$ cat src/rtl/tl_pkg.sv
// Shared traffic-light constants and the edit-mode state type.
// Used by tl_phase_timer and TrafficLight_CU.
package tl_pkg;

    localparam int NUM_PHASES = 4;
    localparam int PH_W       = 2;
    localparam int T_W        = 8;

    localparam logic [T_W-1:0] T_MIN = T_W'(1);
    localparam logic [T_W-1:0] T_MAX = T_W'(99);
    localparam logic [T_W-1:0] DEF_T = T_W'(10);

    typedef enum logic {
        ST_IDLE = 1'b0,
        ST_EDIT = 1'b1
    } edit_state_e;

endpackage

$ cat src/rtl/tl_key_pulse.sv
// Two-flop synchroniser for a raw board input plus a rising-edge detector.
// level is the synchronised input; pulse is high for one cycle per rise.
module tl_key_pulse (
    input  logic clk,
    input  logic rst,
    input  logic raw,
    output logic level,
    output logic pulse
);

    logic meta;
    logic sync;
    logic prev;

    always_ff @(posedge clk or posedge rst) begin
        if (rst) begin
            meta <= 1'b0;
            sync <= 1'b0;
            prev <= 1'b0;
        end else begin
            meta <= raw;
            sync <= meta;
            prev <= sync;
        end
    end

    assign level = sync;
    assign pulse = sync & ~prev;

endmodule

$ cat src/rtl/tl_phase_timer.sv
// Per-phase duration table, board edit mode and the one-second countdown
// that paces the traffic-light controller.
module tl_phase_timer
    import tl_pkg::*;
#(
    parameter int TICK_DIV = 50000000
) (
    input  logic            clk,
    input  logic            rst,
    input  logic            modify,
    input  logic            timeup,
    input  logic            timedown,
    input  logic            phase_valid,
    input  logic            load,
    input  logic [PH_W-1:0] load_phase,
    output logic            expire,
    output logic [T_W-1:0]  remaining,
    output logic            cfg_busy,
    output logic [PH_W-1:0] edit_phase,
    output logic [T_W-1:0]  edit_value
);

    localparam int CNT_W = (TICK_DIV > 1) ? $clog2(TICK_DIV) : 1;

    // Handshake: load is a valid-only strobe with no ready; it is accepted on
    // every edge it is high, in either edit state, and always wins over a tick.

    logic modify_lvl, modify_rise;
    logic up_lvl, up_rise;
    logic dn_lvl, dn_rise;
    logic pv_lvl, pv_rise;
    logic unused_key;

    tl_key_pulse u_sync_modify (.clk(clk), .rst(rst), .raw(modify),
                                .level(modify_lvl), .pulse(modify_rise));
    tl_key_pulse u_sync_up     (.clk(clk), .rst(rst), .raw(timeup),
                                .level(up_lvl), .pulse(up_rise));
    tl_key_pulse u_sync_down   (.clk(clk), .rst(rst), .raw(timedown),
                                .level(dn_lvl), .pulse(dn_rise));
    tl_key_pulse u_sync_pv     (.clk(clk), .rst(rst), .raw(phase_valid),
                                .level(pv_lvl), .pulse(pv_rise));

    assign unused_key = ^{modify_rise, up_lvl, dn_lvl, pv_lvl};

    edit_state_e state, state_nxt;

    always_ff @(posedge clk or posedge rst) begin
        if (rst) state <= ST_IDLE;
        else     state <= state_nxt;
    end

    always_comb begin
        state_nxt = state;
        case (state)
            ST_IDLE: if (modify_lvl)  state_nxt = ST_EDIT;
            ST_EDIT: if (!modify_lvl) state_nxt = ST_IDLE;
            default: state_nxt = ST_IDLE;
        endcase
    end

    assign cfg_busy = (state == ST_EDIT);

    logic [T_W-1:0]  dur_tbl [NUM_PHASES];
    logic [PH_W-1:0] next_phase;
    logic            enter_edit;

    assign enter_edit = (state == ST_IDLE) && modify_lvl;
    assign next_phase = (edit_phase == PH_W'(NUM_PHASES - 1)) ? '0 : edit_phase + 1'b1;

    // A commit takes priority over a step arriving in the same cycle.
    always_ff @(posedge clk or posedge rst) begin
        if (rst) begin
            for (int i = 0; i < NUM_PHASES; i++) dur_tbl[i] <= DEF_T;
            edit_phase <= '0;
            edit_value <= DEF_T;
        end else if (enter_edit) begin
            edit_phase <= '0;
            edit_value <= dur_tbl[0];
        end else if (state == ST_EDIT) begin
            if (pv_rise) begin
                dur_tbl[edit_phase] <= edit_value;
                edit_phase          <= next_phase;
                edit_value          <= (next_phase == edit_phase) ? edit_value
                                                                  : dur_tbl[next_phase];
            end else if (up_rise && !dn_rise) begin
                if (edit_value < T_MAX) edit_value <= edit_value + 1'b1;
            end else if (dn_rise && !up_rise) begin
                if (edit_value > T_MIN) edit_value <= edit_value - 1'b1;
            end
        end
    end

    logic [PH_W-1:0]  load_idx;
    logic [CNT_W-1:0] tick_cnt;
    logic             run;
    logic             tick;

    assign load_idx = ({1'b0, load_phase} >= (PH_W+1)'(NUM_PHASES)) ? PH_W'(NUM_PHASES - 1)
                                                                    : load_phase;
    assign run  = (state == ST_IDLE) && (remaining != '0);
    assign tick = run && (tick_cnt == CNT_W'(TICK_DIV - 1));

    always_ff @(posedge clk or posedge rst) begin
        if (rst) begin
            remaining <= '0;
            tick_cnt  <= '0;
            expire    <= 1'b0;
        end else begin
            expire <= 1'b0;
            if (load) begin
                remaining <= dur_tbl[load_idx];
                tick_cnt  <= '0;
            end else if (tick) begin
                tick_cnt  <= '0;
                remaining <= remaining - 1'b1;
                expire    <= (remaining == T_W'(1));
            end else if (run) begin
                tick_cnt  <= tick_cnt + 1'b1;
            end
        end
    end

endmodule

$ cat config.mk
export PLATFORM = sky130hd
export DESIGN_NAME = tl_phase_timer
export DESIGN_NICKNAME = d
export VERILOG_FILES = /design/src/rtl/tl_pkg.sv /design/src/rtl/tl_key_pulse.sv /design/src/rtl/tl_phase_timer.sv
export SDC_FILE = /design/constraint.sdc
export NUM_CORES = 1
export LEC_CHECK = 0
export ABC_AREA = 1
export CAP_MARGIN = 10
export CORE_MARGIN = 2
export CORE_UTILIZATION = 63
export DETAILED_ROUTE_END_ITERATION = 8
export PLACE_DENSITY = 0.83
export SLEW_MARGIN = 10
export SYNTH_ARGS = -nofsm -noshare
export SYNTH_HDL_FRONTEND = slang
export SYNTH_SLANG_ARGS = --single-unit
$ cat constraint.sdc
create_clock -name clk -period 5.8 [get_ports clk]
set_input_delay 0.58 -clock clk [delete_from_list [all_inputs] [get_ports clk]]
set_output_delay 0.58 -clock clk [all_outputs]
set_load 0.01 [all_outputs]
# After elaboration in Yosys (flattened, before gate mapping)
# Cells that the tools add are included.
[classes] add_sub_neg=5 n_lt_le_gt_ge=6 eq_ne=6 muxes=29 bitwise_logic=11 n_reduce_logical=18
[ops] cell="$mux W8" n=15
[ops] cell="$mux W26" n=3
[ops] cell="$bmux W8 S2" n=2
[ops] cell="$bwmux W32" n=1
[ops] cell="$add A26 B1 Y26 const B" n=1
[ops] cell="$eq A26 B26 Y1 const B" n=1
[ops] cell="$demux W8 S2" n=1
[ops] cell="$sub A8 B1 Y8 const B" n=2
[ops] cell="$ge A3 B3 Y1 const B" n=3
[ops] cell="$not A2 Y3" n=3
[ops] cell="$add A8 B1 Y8 const B" n=1
[ops] cell="$eq A8 B1 Y1 const B" n=1
[ops] cell="$gt A8 B1 Y1 const B" n=1
[ops] cell="$lt A8 B7 Y1 const B" n=1
[ops] cell="$mux W2" n=4
[ops] cell="$reduce_bool A4 Y1" n=2
[ops] cell="$reduce_bool A8 Y1" n=1
[ops] cell="$logic_and A1 B1 Y1" n=6
[ops] cell="$reduce_bool A2 Y1" n=3
[ops] cell="$not A1 Y1" n=5
[ops] cell="$reduce_and A5 Y1" n=1
[ops] cell="$ne A4 B3 Y1 const B" n=1
[ops] cell="$and A1 B1 Y1" n=3
[ops] cell="$lt A3 B1 Y1 const B" n=1
[ops] cell="other kinds (9)" n=12
[word_totals] reg_bits=89 inputBits=9 output_inout_bits=20 word_cells=96

# Longest topological paths before layout
[logic_depth] depth_word=10 ltp_mapped=13 depth_no_buf=13

# By module
# A second synthesis with hierarchy kept.
[unflattened] cells_unflattened=777 hier_area_um2=5491.5
[by_module_without_submodules] module="tl_phase_timer" instances=1 cells_each=753 area_per_inst_um2=5136.2
[by_module_without_submodules] module="tl_key_pulse" instances=4 cells_each=6 area_per_inst_um2=88.8

# Least setup slack after synthesis
# No wires, ideal clock.
[synth_timing] path_kind="register -> register" start="register edit_phase[0]" end="register edit_value[1]" setup_ps=79 arrival_ps=1689 slack_ps=4032 stages_incl_launch_ff=9 period_less_slack_ps=1768 path_cell_list="dfrtp_1 > inv_1 > ha_1 > buf_2 > a21oi_1 > a31oi_4 > nand2_2 > buf_6 > o21ai_0"
[synth_via] elab_chain_cells=10 word_cells_on_any_way=14 cone_classes="1 x add/sub; 3 x eq/ne; 8 x mux; 1 x bitwise; 1 x reduce/logical"
[synth_lines] element="start, declared" line="tl_phase_timer.sv:19" text="output logic [PH_W-1:0] edit_phase,"
[synth_lines] element="start signal, assigned" line="tl_phase_timer.sv:82" text="edit_phase <= next_phase;"
[synth_lines] element="$add A2 B1 Y2 / $eq A2 B2 Y1 (equally long branches)" line="tl_phase_timer.sv:68" text="assign next_phase = (edit_phase == PH_W'(NUM_PHASES - 1)) ? '0 : edit_phase + 1'b1;"
[synth_lines] element="$mux W2" line="tl_phase_timer.sv:68"
[synth_lines] element="$not A2 Y3 (not written as such)" line="tl_phase_timer.sv:84" text=": dur_tbl[next_phase];"
[synth_lines] element="$bmux W8 S2" line="tl_phase_timer.sv:84"
[synth_lines] element="$mux W8 (not written as such) (2 in series)" line="tl_phase_timer.sv:84"
[synth_lines] element="$mux W8" line="tl_phase_timer.sv:83" text="edit_value <= (next_phase == edit_phase) ? edit_value"
[synth_lines] element="$mux W8" line="tl_phase_timer.sv:80" text="if (pv_rise) begin"
[synth_lines] element="$mux W8" line="tl_phase_timer.sv:79" text="end else if (state == ST_EDIT) begin"
[synth_lines] element="$mux W8" line="tl_phase_timer.sv:76" text="end else if (enter_edit) begin"
[synth_lines] element="end signal, assigned" line="tl_phase_timer.sv:78" text="edit_value <= dur_tbl[0];"
[synth_lines] element="end signal, assigned" line="tl_phase_timer.sv:83"
[synth_lines] element="end signal, assigned" line="tl_phase_timer.sv:86" text="if (edit_value < T_MAX) edit_value <= edit_value + 1'b1;"
[synth_lines] element="end, declared" line="tl_phase_timer.sv:20" text="output logic [T_W-1:0] edit_value"
# Parallel ways exist; a longest one is shown, timed or not. The select of a mux whose other input is x is not followed.
# A chain may end at the register's enable or synchronous reset.

# Worst setup path after layout
[layout_timing] start="register edit_phase[0]" end="register edit_value[2]"
# Same word-level chain as after synthesis.

==> results.toml <==
[run_status]
outcome = "finished clean"

[sta]
maxSlewHeadroom = 0.281
timing.hold.ws_ns = 0.356
tightest_slew_ns = 1.08
rsz0062_at_grt = "no"
skew_ns = 0.0187
setup_viol = 0
finalSetupTns_ns = 0
period_minus_slack_ns = 2.58
finalMaxSlewViolations = 0
finalCritPeriodShare = 0.444
hold_viol_final = 0
fmax_mhz = 388

[setup_path]
worst_r2r_path_depth = 9
cp-startpoint = "edit_phase[0]$_DFFE_PP0P_"
slowest_stage = "ha_1"
worstPathArrival_ns = 2.83
reg2reg_from = "edit_phase[0]$_DFFE_PP0P_"
start_kind = "register"
worst_ep_required_time_ns = 6.06
r2r-end = "edit_value[2]$_DFFE_PP0P_"
path_max_fanout = 11
rrSetupSlack_ns = 3.22
critPathKind = "reg -> reg"
end_kind = "register"
cp_slowest_stage_delay_ns = 0.56
crit_chain = "inv_1 > ha_1 > clkinv_1 > a21oi_1 > a31oi_4 > nand2_2 > inv_1 > nand2_1 > nand2_1"
cp-endpoint = "edit_value[2]$_DFFE_PP0P_"

[drt]
wl_per_cell_um = 15.4
vias = 5122
drc = 0
via_per_inst = 5.78
ant_nets = 0
dr.pass1.iters = 6
drt_wl_total_um = 13600
drtIter0Drc = 399

[job]
max_cap_viol_count = 0

[synth]
ys_seq_area_frac = 0.411
synth_cells = 758
ys_top_cells_by_area = "dfrtp_1, nand2_1, o21ai_0, nor2_1, dfstp_2"
syn_area_per_cell_um2 = 7.19
synth_enable_flop_cells = 0
asyncSetResetFlopFracSynth = 1.00
synthFlopType = "dfrtp_1"
syn-num-nets = 779
synth.top_cell.area_share = 0.363
synth-seq-cells = 89
yosysWarnings = 0
synth_area_um2 = 5450
yosysMostFrequentCell = "nand2_1"
synth_cell_types = 41
yosysTopAreaCell = "dfrtp_1"
synth_common_cells = "nand2_1, nor2_1, o21ai_0"

[worst_hold_path]
hold_path_class = "reg -> reg"

[cells_and_area]
area_growth_pct = 8.65
nNetsFinal = 797
final_cell_count_no_fill = 886
antenna_cells = 0
drive_above_1_share = 0.0909

[clocking]
numCtsBuffers = 9
cts_setup_buffers = 0
h-tree-depth = 3
cts_tree = "built"
cts-root-buf = "clkbuf_8"
clockBufferDepth = 2
clk_pin_slew_worst_paths_ns = 0.10
cts.sinks = 89
post_cts_resized = 0
holdBufCountCts = 0
clk_latency_ns = 0.36

[die]
dieArea_um2 = 9410
die_w_um = 97.0
start_util = 0.657
placementRows = 33
coreArea_um2 = 8300
die_h_um = 97.0
ios = 29

[pwr]
ir_drop_v = 0.000345
p_leak_nw = 2.66
p_per_area_nw_per_um2 = 382

[grt]
grt_pass1_wl_um = 22800
grtUsageTotal = 0.296
grt_max_degree = 90
grt.overflow.total = 0
grt_pass1_vias = 4764
antenna_found_initial = 0

[placed_design]
numPortBuffers = 28
gp_congestion = 0.961
placed_cells = 870
dp_hpwl_um = 9720
==> state kept, by name (all words and copies together), names as in the netlist, 2 cells and up <==
name and cells:
edit_phase 2, edit_value 8, remaining 8, tick_cnt 26, dur_tbl 32
==> cell families (layout without fill, tap and decap cells) <==
| kind of cell | Yosys count | count (layout) | synth area share |
|---|---|---|---|
| DFF | 89 | 89 | 0.411 |
| and+or+nand+nor | 429 | 429 | 0.342 |
| buffers and inverters | 93 | 116 | 0.0737 |
| adders and majority gates | 12 | 12 | 0.0275 |
| AOI/OAI and AO/OA | 124 | 124 | 0.129 |
| xor gates and xnor gates | 11 | 11 | 0.0177 |
==> worst max-delay path: cells and delay by family, from the launching register on <==
kind | cells | cell delay [ns]
buffers and inverters | 3 | 0.61
DFF | 1 | 0.46
and+or+nand+nor | 3 | 0.34
AOI/OAI and AO/OA | 2 | 0.49
adders and majority gates | 1 | 0.56
==> where the power goes <==
group          internal, mW  leakage (nW)  switching, mW  total (mW)
clock                 0.169        0.0782          0.232       0.401
combinational         0.345          1.45          0.560       0.905
sequential            0.787          1.14          0.171       0.958
==> layout make-up <==
type	instances	area, um^2
flip-flops and latches	89	2240
fillers	659	2370
well taps	105	131
clock inverters	5	38.8
repair buffers	29	292
inverters	71	270
clock buffers	11	141
multi-input cells	576	2810
==> per-layer routing <==
layer | share of wire | GRT usage | routed length [um]
met1 | 0.42 | 0.388 | 5730
met2 | 0.48 | 0.490 | 6500
met3 | 0.066 | 0.0499 | 902
met4 | 0.035 | 0.120 | 470
met5 | 0 | 0 | 0
==> worst min path at each step <==
stage	end	slack, ns	from	cells past startpoint
finish	u_sync_down.level$_DFF_PP0_	0.36	u_sync_down.meta$_DFF_PP0_	0
global route	u_sync_pv.level$_DFF_PP0_	0.37	u_sync_pv.meta$_DFF_PP0_	0
CTS	u_sync_pv.level$_DFF_PP0_	0.36	u_sync_pv.meta$_DFF_PP0_	0
detailed placement	u_sync_modify.level$_DFF_PP0_	0.34	u_sync_modify.meta$_DFF_PP0_	0
global placement	u_sync_modify.level$_DFF_PP0_	0.33	u_sync_modify.meta$_DFF_PP0_	0
floorplan	u_sync_down.level$_DFF_PP0_	0.33	u_sync_down.meta$_DFF_PP0_	0
==> placed cells by master (no fill, tap or decap), drive strengths merged, types with 11 or more instances in the layout <==
cell type      instances
clkbuf                11
clkdlybuf4s50         28
o21ai                 90
nand2                247
a21oi                 18
dfrtp                 79
nand4                 14
nand3                 54
nor2                 106
inv                   70
ha                    12
==> stage by stage <==
step	util	instance area, um^2	setup WS, ns	total power [mW]
global route	0.714	5920	3.05	2.43
finish	0.714	5920	3.22	2.26
global placement	0.692	5740	3.09	1.82
detailed placement	0.692	5740	3.02	1.85
floorplan	-	5450	2.93	1.55
CTS	0.713	5920	3.29	2.25
Power figures use the tool's default switching activity.
